**src/rtl/negedge_reg_pipe_pkg.sv**
```systemverilog
// rtl/negedge_reg_pipe_pkg.sv - shared defaults and scan-chain length for the falling-edge register pipe
package negedge_reg_pipe_pkg;

    localparam int DEFAULT_WIDTH = 8;
    localparam int DEFAULT_DEPTH = 2;

    // Every stage contributes its data bits plus its valid bit to the scan chain.
    function automatic int chain_len(input int depth, input int width);
        return depth * (width + 1);
    endfunction

endpackage

```
**src/rtl/negedge_reg_pipe_if.sv**
```systemverilog
// rtl/negedge_reg_pipe_if.sv - functional and scan signal bundle for the falling-edge register pipe
interface negedge_reg_pipe_if
    import negedge_reg_pipe_pkg::*;
#(
    parameter int WIDTH = DEFAULT_WIDTH
);

    logic             EN;
    logic             FLUSH;
    logic             VALID_IN;
    logic [WIDTH-1:0] D;
    logic             SE;
    logic             SI;
    logic [WIDTH-1:0] Q;
    logic [WIDTH-1:0] QN;
    logic             VALID_OUT;
    logic             SO;

    modport master (
        output EN, FLUSH, VALID_IN, D, SE, SI,
        input  Q, QN, VALID_OUT, SO
    );

    modport slave (
        input  EN, FLUSH, VALID_IN, D, SE, SI,
        output Q, QN, VALID_OUT, SO
    );

endinterface

```
**src/rtl/negedge_reg_pipe_stage.sv**
```systemverilog
// rtl/negedge_reg_pipe_stage.sv - one falling-edge data+valid stage with scan mux
module negedge_reg_stage #(
    parameter int               WIDTH     = 8,
    parameter logic [WIDTH-1:0] RESET_VAL = '0
) (
    input  logic             CLK,
    input  logic             RSTB,
    input  logic             se,
    input  logic             si,
    input  logic             flush,
    input  logic             en,
    input  logic [WIDTH-1:0] d,
    input  logic             valid_in,
    output logic [WIDTH-1:0] q,
    output logic             valid_q
);

    // In scan mode the stage is a WIDTH+1 shift register: si enters data bit 0,
    // data bit WIDTH-1 moves into valid, and valid feeds the next stage.
    always_ff @(negedge CLK or negedge RSTB) begin
        if (!RSTB) begin
            q       <= RESET_VAL;
            valid_q <= 1'b0;
        end else if (se) begin
            {valid_q, q} <= {q, si};
        end else if (flush) begin
            valid_q <= 1'b0;
        end else if (en) begin
            q       <= d;
            valid_q <= valid_in;
        end
    end

endmodule

```
**src/rtl/negedge_reg_pipe.sv**
```systemverilog
// rtl/negedge_reg_pipe.sv - DEPTH-stage falling-edge register pipeline with flush and scan chain
module negedge_reg_pipe
    import negedge_reg_pipe_pkg::*;
#(
    parameter int               WIDTH     = DEFAULT_WIDTH,
    parameter int               DEPTH     = DEFAULT_DEPTH,
    parameter logic [WIDTH-1:0] RESET_VAL = '0
) (
    input  logic                 CLK,
    input  logic                 RSTB,
    negedge_reg_pipe_if.slave    bus
);

    // Index 0 is the pipe input; index k+1 is the output of stage k.
    logic [WIDTH-1:0] dat [DEPTH+1];
    logic [DEPTH:0]   vld;
    logic [DEPTH-1:0] scan_in;

    assign dat[0] = bus.D;
    assign vld[0] = bus.VALID_IN;

    for (genvar k = 0; k < DEPTH; k++) begin : g_stage
        if (k == 0) begin : g_head
            assign scan_in[k] = bus.SI;
        end else begin : g_link
            assign scan_in[k] = vld[k];
        end

        negedge_reg_stage #(
            .WIDTH     (WIDTH),
            .RESET_VAL (RESET_VAL)
        ) u_stage (
            .CLK      (CLK),
            .RSTB     (RSTB),
            .se       (bus.SE),
            .si       (scan_in[k]),
            .flush    (bus.FLUSH),
            .en       (bus.EN),
            .d        (dat[k]),
            .valid_in (vld[k]),
            .q        (dat[k+1]),
            .valid_q  (vld[k+1])
        );
    end

    assign bus.Q         = dat[DEPTH];
    assign bus.QN        = ~dat[DEPTH];
    assign bus.VALID_OUT = vld[DEPTH];
    assign bus.SO        = vld[DEPTH];

endmodule

```
**src/flat_wrapper.sv**
```systemverilog
// flat-port wrapper written by rule: the top's interface ports become plain ports
module negedge_reg_pipe_flat import negedge_reg_pipe_pkg::*;
#(
    parameter int               WIDTH     = DEFAULT_WIDTH,
    parameter int               DEPTH     = DEFAULT_DEPTH,
    parameter logic [WIDTH-1:0] RESET_VAL = '0
)
  (CLK, RSTB, bus_EN, bus_FLUSH, bus_VALID_IN, bus_D, bus_SE, bus_SI, bus_Q, bus_QN, bus_VALID_OUT, bus_SO);
  negedge_reg_pipe_if #(.WIDTH(WIDTH)) bus_i ();
  input  logic CLK;
  input  logic RSTB;
  input wire logic [$bits(bus_i.EN)-1:0] bus_EN;
  input wire logic [$bits(bus_i.FLUSH)-1:0] bus_FLUSH;
  input wire logic [$bits(bus_i.VALID_IN)-1:0] bus_VALID_IN;
  input wire logic [$bits(bus_i.D)-1:0] bus_D;
  input wire logic [$bits(bus_i.SE)-1:0] bus_SE;
  input wire logic [$bits(bus_i.SI)-1:0] bus_SI;
  output wire logic [$bits(bus_i.Q)-1:0] bus_Q;
  output wire logic [$bits(bus_i.QN)-1:0] bus_QN;
  output wire logic [$bits(bus_i.VALID_OUT)-1:0] bus_VALID_OUT;
  output wire logic [$bits(bus_i.SO)-1:0] bus_SO;
  assign bus_i.EN = bus_EN;
  assign bus_i.FLUSH = bus_FLUSH;
  assign bus_i.VALID_IN = bus_VALID_IN;
  assign bus_i.D = bus_D;
  assign bus_i.SE = bus_SE;
  assign bus_i.SI = bus_SI;
  assign bus_Q = bus_i.Q;
  assign bus_QN = bus_i.QN;
  assign bus_VALID_OUT = bus_i.VALID_OUT;
  assign bus_SO = bus_i.SO;
  negedge_reg_pipe #(.WIDTH(WIDTH), .DEPTH(DEPTH), .RESET_VAL(RESET_VAL)) u_core (.CLK(CLK), .RSTB(RSTB), .bus(bus_i));
endmodule
```
**config.mk**
```make
export PLATFORM = sky130hd
export DESIGN_NAME = negedge_reg_pipe_flat
export DESIGN_NICKNAME = d
export VERILOG_FILES = /design/src/rtl/negedge_reg_pipe_pkg.sv /design/src/rtl/negedge_reg_pipe_if.sv /design/src/rtl/negedge_reg_pipe_stage.sv /design/src/rtl/negedge_reg_pipe.sv /design/src/flat_wrapper.sv
export SDC_FILE = /design/constraint.sdc
export NUM_CORES = 1
export LEC_CHECK = 0
export BUFFER_PORTS_ARGS = -buffer_cell sky130_fd_sc_hd__buf_2
export CAP_MARGIN = 20
export CORE_MARGIN = 1
export CORE_UTILIZATION = 30
export CTS_CLUSTER_SIZE = 14
export DETAILED_ROUTE_END_ITERATION = 10
export SYNTH_ARGS = -nofsm -noshare
export SYNTH_HDL_FRONTEND = slang
export SYNTH_SLANG_ARGS = --single-unit
```
**constraint.sdc**
```tcl
create_clock -name CLK -period 1.2 [get_ports CLK]
set_input_delay 0.3 -clock CLK [delete_from_list [all_inputs] [get_ports CLK]]
set_output_delay 0.3 -clock CLK [all_outputs]
set_load 0.01 [all_outputs]
```
# ---- Yosys cells after proc, flatten, opt, wreduce, memory -nomap -nowiden
# Cells that the tools add are included.
dict set report word_totals {
  regBits 18
  inputBits 15
  output_inout_bits 18
  wordCells 21
}
dict set report classes {
  n_eq_ne 1
  mux 12
  bitwise_logic 1
  reduce_logical 3
}
# operator n
set ops {}
lappend ops {{$mux 8} 6}
lappend ops {{$not 8->8} 1}
lappend ops {{$mux 1} 6}
lappend ops {{$reduce_bool 3->1} 1}
lappend ops {{$ne 2x1->1 const B} 1}
lappend ops {{$reduce_and 2->1} 1}
lappend ops {{$reduce_bool 2->1} 1}

# ---- Longest topological paths before layout
dict set report depth {
  word_depth 3
  mapped_depth 5
  ltp_nobuf 2
}

# ---- Hierarchy
# A second synthesis with hierarchy kept.
dict set report hier_totals {
  cells_unflattened 105
  hier_area_um2 1076.0
}
# mod instances cells_each area_each_um2 seq_area_each_um2
set modules_own_cells {}
lappend modules_own_cells {negedge_reg_stage 2 48 519.2 225.2}
lappend modules_own_cells {negedge_reg_pipe 1 9 37.5 0.0}

==> reports/qor.yml <==
run_status:
  status: "finished, violations left"
  violations: "setup timing"
setup_path:
  startpoint_type: "flip-flop"
  cp-end-kind: "output port"
  critPathBufInv: 2
  criticalPathCategory: "reg -> out"
  critPathSlowestCell: "dfrtn_1"
  reg2reg_slack_ns: -0.03
  crit_chain: "inv_2 > buf_6"
  critical_path.top_delay_family: "flip-flops"
  slowest_delay_ns: 0.44
  cp_max_fo: 3
  crit_required_ns: 0.90
  arrival_ns: 1.47
sta:
  fin_skew_ns: 0.00399
  final-setup-viol-count: 36
  rsz0062_at_grt: "yes"
  worst_slack_ns: -0.570
  maxSlewViolCount: 0
  worst_pin_slew_ns: 0.226
  hold_viol: 0
  slew-limit-headroom_pct: 84.8
routing:
  vias_per_cell: 4.94
  wl_per_cell_microns: 13.7
  ant_nets: 0
  vias: 943
  drt_pass1_iterations: 4
  drc: 0
  routed_wl_mm: 2.63
  initialDrtViolationCount: 29
final_layout:
  final_common_cell: "buf_2"
  final_cell_mix: "buf_2 (21), dfrtn_1 (18), nor2b_1 (16), and4bb_1 (16), a221o_1 (16)"
  antennaDiodeCount: 0
  final_nets: 161
  final_core_util_pct: 49.0
  drive_above_1_share_pct: 51.7
  syn_to_final_growth_pct: 51.4
clocking:
  postCtsHoldBufs: 0
  cts_buffers: 3
  clock_latency_ns: 0.27
  tritoncts: "done"
  clk_path_buf_depth: 2
  clk_pin_slew_ns: 0.05
  htreeDepth: 1
  cts_num_sinks: 18
  clock-root-buffer: "clkbuf_8"
placement:
  gp_congestion: 0.826
  post-place-ws_ns: -0.680
  io_buffer_count: 32
yosys:
  synth_cells: 100
  yosysSeqAreaShare_pct: 40.1
  synth_area_leaders: "dfrtn_1 (40%), and4bb_1 (18%), a221o_1 (14%)"
  yosysUniqueCellTypes: 12
  synth_top_cell_by_area: "dfrtn_1"
  yosys_warnings: 0
  synth_fp_nets: 115
  synth_top_area_share_pct: 40.1
  ys_seq_elements: 18
  synth_area_sq_mm: 0.00112
  avgSynthCellArea_sq_um: 11.2
pwr:
  irDropWorstVdd_v: 0.000418
  p_clk_share_pct: 25.1
  p_int_uw: 1460
  switching_share_pct: 28.0
  powerDensity_mw_per_mm2: 1190
  p_sw_uw: 567
  p_leak_uw: 0.000851
  pwr-share-comb_pct: 35.9
  seqPwrFrac_pct: 39.0
grt:
  grt_overflow: 0
  first_global_vias: 941
  grt.total_usage_pct: 15.0
  grt_antenna_before_repair: 0
  grt_pass1_wl_mm: 4.57
  grt_max_degree: 20
floorplanning:
  core-area_sq_mm: 0.00347
  rows: 21
  die_h_microns: 63.2
  die_w_microns: 63.2
  start_util_pct: 32.4
  die_area_sq_mm: 0.00399
  pin_count: 33
worst_hold_path:
  worstHoldPathType: "in -> async"
run:
  max_cap_viol_count: 0
## per-stage QoR
stage	hold slack (ns)	cells	TNS (ns)	total power [uW]	area, sq um
2_1_floorplan	0.419	100	-12.21	1160	1160
3_3_place_gp	0.448	172	-15.88	1330	1350
3_5_place_dp	0.460	172	-16.41	1340	1350
4_1_cts	0.329	191	-16.10	2040	1710
5_1_grt	0.333	191	-16.77	2130	1700
6_report	0.326	191	-15.75	2030	1700
## synth_stat cells, drive strengths merged
| cell | instances |
|---|---|
| a221o | 16 |
| nor2b | 16 |
| nand2b | 1 |
| and4bb | 16 |
| dfrtn | 18 |
| nand2 | 2 |
| inv | 8 |
| mux2i | 2 |
| buf | 19 |
| o31ai | 2 |
## power groups by stage
stage / Sequential [uW] / Clock (uW) / Combinational (uW)
finish: 791 / 509 / 728
CTS: 793 / 518 / 730
global placement: 796 / 0 / 534
detailed placement: 805 / 0 / 537
global route: 807 / 539 / 782
floorplan: 790 / 0 / 373
## area by class of cell
type                       count  area, sq um
inverter                       8         30.0
tap                           46         57.6
timing repair buffer          59          576
fill                         321         1770
clock buffer                   4         55.1
multi-input combinational     56          531
sequential                    18          450
## state kept, by name, indices dropped and copies added (netlist names)
signal,cells
u_core.g_stage.u_stage.valid_q,2
u_core.g_stage.u_stage.q,16
## kinds of logic (layout without fill, tap and decap cells)
| kind of cell | count (synthesis) | count (layout) | share of synthesized area (%) |
|---|---|---|---|
| compound gates | 18 | 18 | 15.6 |
| buf+inv | 27 | 71 | 14.5 |
| flops | 18 | 18 | 40.1 |
| mux | 2 | 2 | 1.78 |
| simple gates | 35 | 36 | 28.0 |
## path summary, 6_finish.rpt
path | from | endpoint | depth (start not counted)
worst max-delay path | u_core.g_stage[1].u_stage.q[0] | bus_QN[0] | 2
worst min-delay path | RSTB | u_core.g_stage[1].u_stage.valid_q | 1
worst max register to register | u_core.g_stage[1].u_stage.q[0] | u_core.g_stage[1].u_stage.q[0] | 4
worst min register to register | u_core.g_stage[0].u_stage.q[7] | u_core.g_stage[0].u_stage.valid_q | 2
max in group asynchronous | RSTB | u_core.g_stage[0].u_stage.q[3] | 2
min in group CLK | u_core.g_stage[0].u_stage.q[7] | u_core.g_stage[0].u_stage.valid_q | 2
## routing by layer
layer | track usage (%) | part of all wire, %
met4 | 8.72 | 2.5
met5 | 0 | 0
met1 | 19.8 | 46
met2 | 23.4 | 46
met3 | 1.63 | 4.8
## what timing repair did
action | 4_1_cts | 5_1_grt
setup endpoints to repair | 36 | 36
pin swaps | 4 | 2
setup buffers | 10 | 1
gates resized for setup | 31 | 3
gates cloned | 5 | 0
No activity file was read; power rests on OpenSTA's default activity.
